===== src/rtl/mem_stage.sv =====
// mem_stage: MIPS-style memory pipeline stage.
// Non-memory instructions pass their EX result to writeback with a latency of
// one cycle. Aligned LW/SW start a data-memory handshake. The stage then holds
// Busy until MemAck arrives or until TIMEOUT cycles pass without it.
// Misaligned accesses and timeouts retire with WE=0 and set the sticky MemErr.
// Ports:
//   CLK, RST (async, active-low)
//   Ins/Result/Rdata2/InValid      : instruction and operands from EX
//   Busy                           : access outstanding, upstream must hold
//   MemReq/MemWE/MemAddr/MemWdata  : data-memory request (registered)
//   MemAck/MemRdata                : data-memory completion
//   OutValid/WE/Wreg/Wdata         : writeback (registered, one-cycle pulse)
//   MemErr                         : sticky misalignment/timeout flag
module mem_stage #(
    parameter int TIMEOUT = 255
) (
    input  logic        CLK,
    input  logic        RST,
    input  logic [31:0] Ins,
    input  logic [31:0] Result,
    input  logic [31:0] Rdata2,
    input  logic        InValid,
    output logic        Busy,
    output logic        MemReq,
    output logic        MemWE,
    output logic [31:0] MemAddr,
    output logic [31:0] MemWdata,
    input  logic        MemAck,
    input  logic [31:0] MemRdata,
    output logic        OutValid,
    output logic        WE,
    output logic [4:0]  Wreg,
    output logic [31:0] Wdata,
    output logic        MemErr
);

    localparam logic [31:0] TIMEOUT_C = 32'(TIMEOUT);
    localparam logic [5:0]  OP_RFORM  = 6'h00;
    localparam logic [5:0]  OP_JAL    = 6'h03;
    localparam logic [5:0]  OP_LW     = 6'h23;
    localparam logic [5:0]  OP_SW     = 6'h2B;

    typedef enum logic {IDLE = 1'b0, ACCESS = 1'b1} state_t;

    // Decodes whether an instruction writes the register file (before the r0 override).
    function automatic logic writes_reg(input logic [5:0] op, input logic [5:0] funct);
        logic r;
        r = 1'b0;
        case (op)
            OP_RFORM: begin
                case (funct)
                    6'h20, 6'h21, 6'h22, 6'h23, 6'h24, 6'h25, 6'h26, 6'h27,
                    6'h2A, 6'h2B, 6'h00, 6'h02, 6'h03, 6'h04, 6'h06, 6'h07,
                    6'h09, 6'h10, 6'h12: r = 1'b1;
                    default:             r = 1'b0;
                endcase
            end
            6'h08, 6'h09, 6'h0A, 6'h0B, 6'h0C, 6'h0D, 6'h0E: r = 1'b1;
            OP_LW, OP_JAL:                                   r = 1'b1;
            default:                                         r = 1'b0;
        endcase
        return r;
    endfunction

    state_t      state_r;
    logic        mem_req_r, mem_we_r, out_valid_r, we_r, mem_err_r;
    logic [31:0] mem_addr_r, mem_wdata_r, wdata_r, cnt_r;
    logic [4:0]  wreg_r, acc_wreg_r;
    logic        acc_we_r, acc_load_r;

    logic [5:0]  opcode_s;
    logic [4:0]  wreg_s;
    logic        we_s, is_mem_s, is_sw_s, aligned_s;
    logic [31:0] cnt_inc_s;
    logic        ins_unused_s;

    // The rs and shamt fields play no part in this stage.
    assign ins_unused_s = ^{Ins[25:21], Ins[10:6]};

    // Instruction decode: destination register, write enable, access type.
    always_comb begin
        opcode_s  = Ins[31:26];
        wreg_s    = Ins[20:16];
        is_mem_s  = 1'b0;
        is_sw_s   = 1'b0;
        aligned_s = (Result[1:0] == 2'b00);
        cnt_inc_s = cnt_r + 32'd1;
        if (opcode_s == OP_RFORM) begin
            wreg_s = Ins[15:11];
        end else if (opcode_s == OP_JAL) begin
            wreg_s = 5'd31;
        end else begin
            wreg_s = Ins[20:16];
        end
        if ((opcode_s == OP_LW) || (opcode_s == OP_SW)) begin
            is_mem_s = 1'b1;
            is_sw_s  = (opcode_s == OP_SW);
        end else begin
            is_mem_s = 1'b0;
            is_sw_s  = 1'b0;
        end
        // Writes to r0 are never performed.
        we_s = writes_reg(opcode_s, Ins[5:0]) && (wreg_s != 5'd0);
    end

    // Stage FSM with all registered outputs.
    always_ff @(posedge CLK or negedge RST) begin
        if (!RST) begin
            state_r     <= IDLE;
            mem_req_r   <= 1'b0;
            mem_we_r    <= 1'b0;
            mem_addr_r  <= 32'd0;
            mem_wdata_r <= 32'd0;
            out_valid_r <= 1'b0;
            we_r        <= 1'b0;
            wreg_r      <= 5'd0;
            wdata_r     <= 32'd0;
            mem_err_r   <= 1'b0;
            acc_wreg_r  <= 5'd0;
            acc_we_r    <= 1'b0;
            acc_load_r  <= 1'b0;
            cnt_r       <= 32'd0;
        end else begin
            out_valid_r <= 1'b0;
            case (state_r)
                IDLE: begin
                    if (InValid) begin
                        if (is_mem_s && aligned_s) begin
                            state_r     <= ACCESS;
                            mem_req_r   <= 1'b1;
                            mem_we_r    <= is_sw_s;
                            mem_addr_r  <= Result;
                            mem_wdata_r <= Rdata2;
                            acc_wreg_r  <= wreg_s;
                            acc_we_r    <= we_s;
                            acc_load_r  <= !is_sw_s;
                            cnt_r       <= 32'd0;
                        end else if (is_mem_s) begin
                            // Misaligned: retire without touching memory.
                            out_valid_r <= 1'b1;
                            we_r        <= 1'b0;
                            wreg_r      <= wreg_s;
                            wdata_r     <= Result;
                            mem_err_r   <= 1'b1;
                        end else begin
                            out_valid_r <= 1'b1;
                            we_r        <= we_s;
                            wreg_r      <= wreg_s;
                            wdata_r     <= Result;
                        end
                    end
                end
                ACCESS: begin
                    // An ack takes priority over an expiring timeout.
                    if (MemAck) begin
                        state_r     <= IDLE;
                        mem_req_r   <= 1'b0;
                        out_valid_r <= 1'b1;
                        we_r        <= acc_we_r;
                        wreg_r      <= acc_wreg_r;
                        if (acc_load_r) begin
                            wdata_r <= MemRdata;
                        end
                    end else if (cnt_inc_s >= TIMEOUT_C) begin
                        state_r     <= IDLE;
                        mem_req_r   <= 1'b0;
                        out_valid_r <= 1'b1;
                        we_r        <= 1'b0;
                        wreg_r      <= acc_wreg_r;
                        mem_err_r   <= 1'b1;
                        cnt_r       <= cnt_inc_s;
                    end else begin
                        cnt_r <= cnt_inc_s;
                    end
                end
                default: begin
                    state_r   <= IDLE;
                    mem_req_r <= 1'b0;
                end
            endcase
        end
    end

    assign Busy     = (state_r == ACCESS);
    assign MemReq   = mem_req_r;
    assign MemWE    = mem_we_r;
    assign MemAddr  = mem_addr_r;
    assign MemWdata = mem_wdata_r;
    assign OutValid = out_valid_r;
    assign WE       = we_r;
    assign Wreg     = wreg_r;
    assign Wdata    = wdata_r;
    assign MemErr   = mem_err_r;

endmodule


===== config.mk =====
export PLATFORM = sky130hd
export DESIGN_NAME = mem_stage
export DESIGN_NICKNAME = d
export VERILOG_FILES = /design/src/rtl/mem_stage.sv
export SDC_FILE = /design/constraint.sdc
export NUM_CORES = 1
export LEC_CHECK = 0
export CORE_MARGIN = 4
export CORE_UTILIZATION = 39
export DETAILED_ROUTE_END_ITERATION = 8
export PLACE_DENSITY_LB_ADDON = 0.08
export SYNTH_ARGS = -nofsm -noshare
export SYNTH_HDL_FRONTEND = slang
export SYNTH_SLANG_ARGS = --single-unit

===== constraint.sdc =====
create_clock -name CLK -period 5.35 [get_ports CLK]
set_input_delay 1.07 -clock CLK [delete_from_list [all_inputs] [get_ports CLK]]
set_output_delay 1.07 -clock CLK [all_outputs]
set_load 0.01 [all_outputs]

==> reports/results.txt <==
Net Count, Synth: 974
Number of buffers inserted for hold repair after clock tree synthesis: 0
Leakage power: 4.44 nW
Post-CTS setup buffer count: 0
Final net count: 1175
Setup violators final: 0
Total of warnings raised by yosys: 0
Final setup skew: 0.00718 ns
Clk sink count: 146
Total Die Area: 21100 sq um
Reg-to-Reg Start: cnt_r[0]
GRT Overall Usage: 0.224
Area of the core region: 18300 sq um
Final HPWL DP: 16500 um
Outcome: finished, final reports clean
Flop pwr share: 0.439
Register clock-pin slew on the reported worst setup and hold paths: 0.06 ns
Root Buffer Master: clkbuf_16
Number of nets still failing antenna checks after routing: 0
Vias in the first global route: 6680
Worst reg2reg endpoint: MemReq
Switching Power: 0.727 mW
Number of buffers inserted by port buffering: 228
Floorplan row count: 49
Maximum fanout encountered on the critical timing path: 8
Detailed router's first-iteration violation count: 354
Maximum buffer depth of the clock tree: 2
Area contributors post-synth: dfrtp_1 (50%), nand2_1 (11%), mux2i_1 (4.5%)
Comb power frac: 0.151
CTS tree: yes
Required time of the critical path: 5.69 ns
Startpoint of the worst hold path: MemAddr[23]
Power density cells: 270 nW/um^2
Logic depth of the worst register-to-register path: 8
Clock power frac: 0.410
Setup repair after global routing missed its margin: no
Remaining Overflow, GRT: 0
Via count: 6760
Critical path class: flip-flop to flip-flop
Antenna cells: 0
Final wirelength: 23400 um
H-tree depth: 4
Number of antenna violations at the first check in global routing: 2
Primary FF master, synth: dfrtp_1
Share of synthesized area occupied by flip-flops and latches: 0.497
CP Capture Type: flip-flop
Setup TNS Final: 0 ns
Gp weighted congestion: 0.848
Share of final-layout standard cells stronger than drive strength 1: 0.0569
Die H: 145 um
Final routed DRC violation total: 0
Wire length of the first global-routing pass: 37600 um
Number of max-slew violations in the final report: 0
Cell depth of the worst min-delay path: 2
Yosys top cell area share: 0.497
Max-Slew Margin vs Limit: 0.302
Number of top-level pins: 239
Detailed-routing iteration count for the pre-antenna-repair pass: 8
Count of cells resized by post-cts repair: 0
Insertion delay to the later sink of the worst-skew pair: 0.43 ns
Capture endpoint of the worst hold path: MemAddr[23]
Max-Cap Viols: 0
Chip Width: 145 um
Post-layout min period: 3.60 ns
Internal power contribution: 2.07 mW
Maximum operating frequency: 0.278 GHz
Distinct cell type count of the synthesized netlist: 61
Pin count of the biggest net entering global routing: 75
Final-report hold violation count: 0
Worst R2R Setup Slack: 1.75 ns
Cell count after synthesis: 840
Crit path launch type: flip-flop
Worst IR drop on VDD: 0.000221 V
Final cycle utilization of the critical path: 0.672
Post-synthesis area per instance: 8.76 sq um
Effective utilization at floorplan: 0.403
Netlist area before placement: 7360 sq um
Pin slew with the least headroom to its limit: 1.05 ns
Per-cell via count in the routed design: 5.27
Detail-routed net length per standard cell: 18.2 um
Switching power as a share of total power: 0.260
Layout Utilization: 0.567
Data arrival, critical path: 3.94 ns
Post-synthesis async set-or-reset flop share: 1.00
Area growth from synthesis to layout: 40.8%
EDFF count, synth: 0
Top cell type by total area after synthesis: dfrtp_1
Flops & latches, synth: 146
Number of buffers created by CTS: 17
Class of the most critical hold timing path: flip-flop to flip-flop
layout by cell type (no fill, tap or decap), types with 4 or more instances in the layout:
master,instances
a21oi_1,52
a31oi_1,14
and2_1,12
and3_1,9
and4_1,8
buf_4,8
clkbuf_16,17
clkdlybuf4s50_1,227
dfrtp_1,145
inv_1,5
mux2i_1,33
nand2_1,219
nand2b_1,6
nand3_1,28
nand4_1,14
nor2_1,68
nor3_1,7
nor4_1,6
o211ai_1,8
o21a_1,4
o21ai_0,54
o22ai_1,7
o31ai_1,18
o41ai_1,4
or3_1,4
or4_1,5
sequential cells by signal, indices dropped and copies added, names as in the netlist, 5 cells and up:
register	cells
MemAddr	32
MemWdata	32
Wdata	32
Wreg	5
acc_wreg_r	5
cnt_r	32
worst max-delay path, cell delays in order, from the launching register on:
cell     delay [ns]
dfrtp_1        0.45
ha_1           0.27
nand3_1        0.28
or4_1          0.73
nor3_2         0.35
and2_1         0.36
o21ai_2        0.11
or4_1          0.72
o22ai_1        0.22
routing by layer:
layer	routed length [um]	global-route usage
met2	11000	0.347
met4	370	0.0589
met5	28	0
met3	2210	0.107
met1	9720	0.282
worst max-delay path by stage:
stage / slack (ns) / endpoint / startpoint
final: 1.75 / MemReq / cnt_r[0]
after CTS: 1.77 / MemReq / cnt_r[0]
after global routing: 1.47 / Wreg[0] / cnt_r[1]
after detailed placement: 1.57 / acc_load_r / Ins[31]
after floorplan: 2.36 / Wreg[0] / cnt_r[0]
after global placement: 1.58 / acc_load_r / Ins[31]
per-stage QoR:
stage          std cells  setup WS [ns]  cell area [sq um]  power (mW)  hold slack, ns
2_1_floorplan        840           2.36               7360        1.37           0.450
3_3_place_gp        1251           1.58               9800        1.67           0.448
3_5_place_dp        1251           1.57               9800        1.67           0.454
4_1_cts             1283           1.77              10400        2.83           0.468
5_1_grt             1283           1.47              10400        2.93           0.482
6_report            1283           1.75              10400        2.79           0.462
cell usage after synthesis (3+ instances only):
| cell | instances |
|---|---|
| a211oi_1 | 3 |
| a21oi_1 | 52 |
| a31oi_1 | 14 |
| and2_1 | 12 |
| and3_1 | 9 |
| and4_1 | 8 |
| buf_2 | 8 |
| clkbuf_1 | 44 |
| dfrtp_1 | 146 |
| inv_1 | 5 |
| mux2i_1 | 33 |
| nand2_1 | 219 |
| nand2b_1 | 7 |
| nand3_1 | 28 |
| nand4_1 | 14 |
| nor2_1 | 69 |
| nor2b_1 | 3 |
| nor3_1 | 7 |
| nor3_2 | 3 |
| nor4_1 | 6 |
| o211ai_1 | 8 |
| o21a_1 | 4 |
| o21ai_0 | 54 |
| o22ai_1 | 7 |
| o31ai_1 | 18 |
| o41ai_1 | 4 |
| or3_1 | 4 |
| or4_1 | 5 |
| xor2_1 | 3 |
logic make-up (layout without fill, tap and decap cells):
family | Yosys count | in the layout | synth area share
flops | 146 | 146 | 0.497
fa+ha+maj | 2 | 2 | 0.00340
mux | 33 | 33 | 0.0449
compound gates | 188 | 188 | 0.161
xor+xnor | 5 | 5 | 0.00595
simple gates | 407 | 407 | 0.257
buf+inv | 59 | 273 | 0.0315
power groups by stage:
stage	combinational, mW	clock (mW)	sequential (mW)
2_1_floorplan	0.0944	0	1.27
3_3_place_gp	0.429	0	1.24
3_5_place_dp	0.429	0	1.24
4_1_cts	0.431	1.17	1.23
5_1_grt	0.464	1.23	1.23
6_report	0.422	1.14	1.23
final cells by class:
class | instances | area (sq um)
inverter | 5 | 18.8
sequential | 146 | 3650
timing repair buffer | 236 | 2340
clock inverter | 14 | 131
clock buffer | 18 | 429
fill | 1627 | 7910
tap | 229 | 287
multi-input combinational | 635 | 3490
Power figures use the tool's default switching activity.
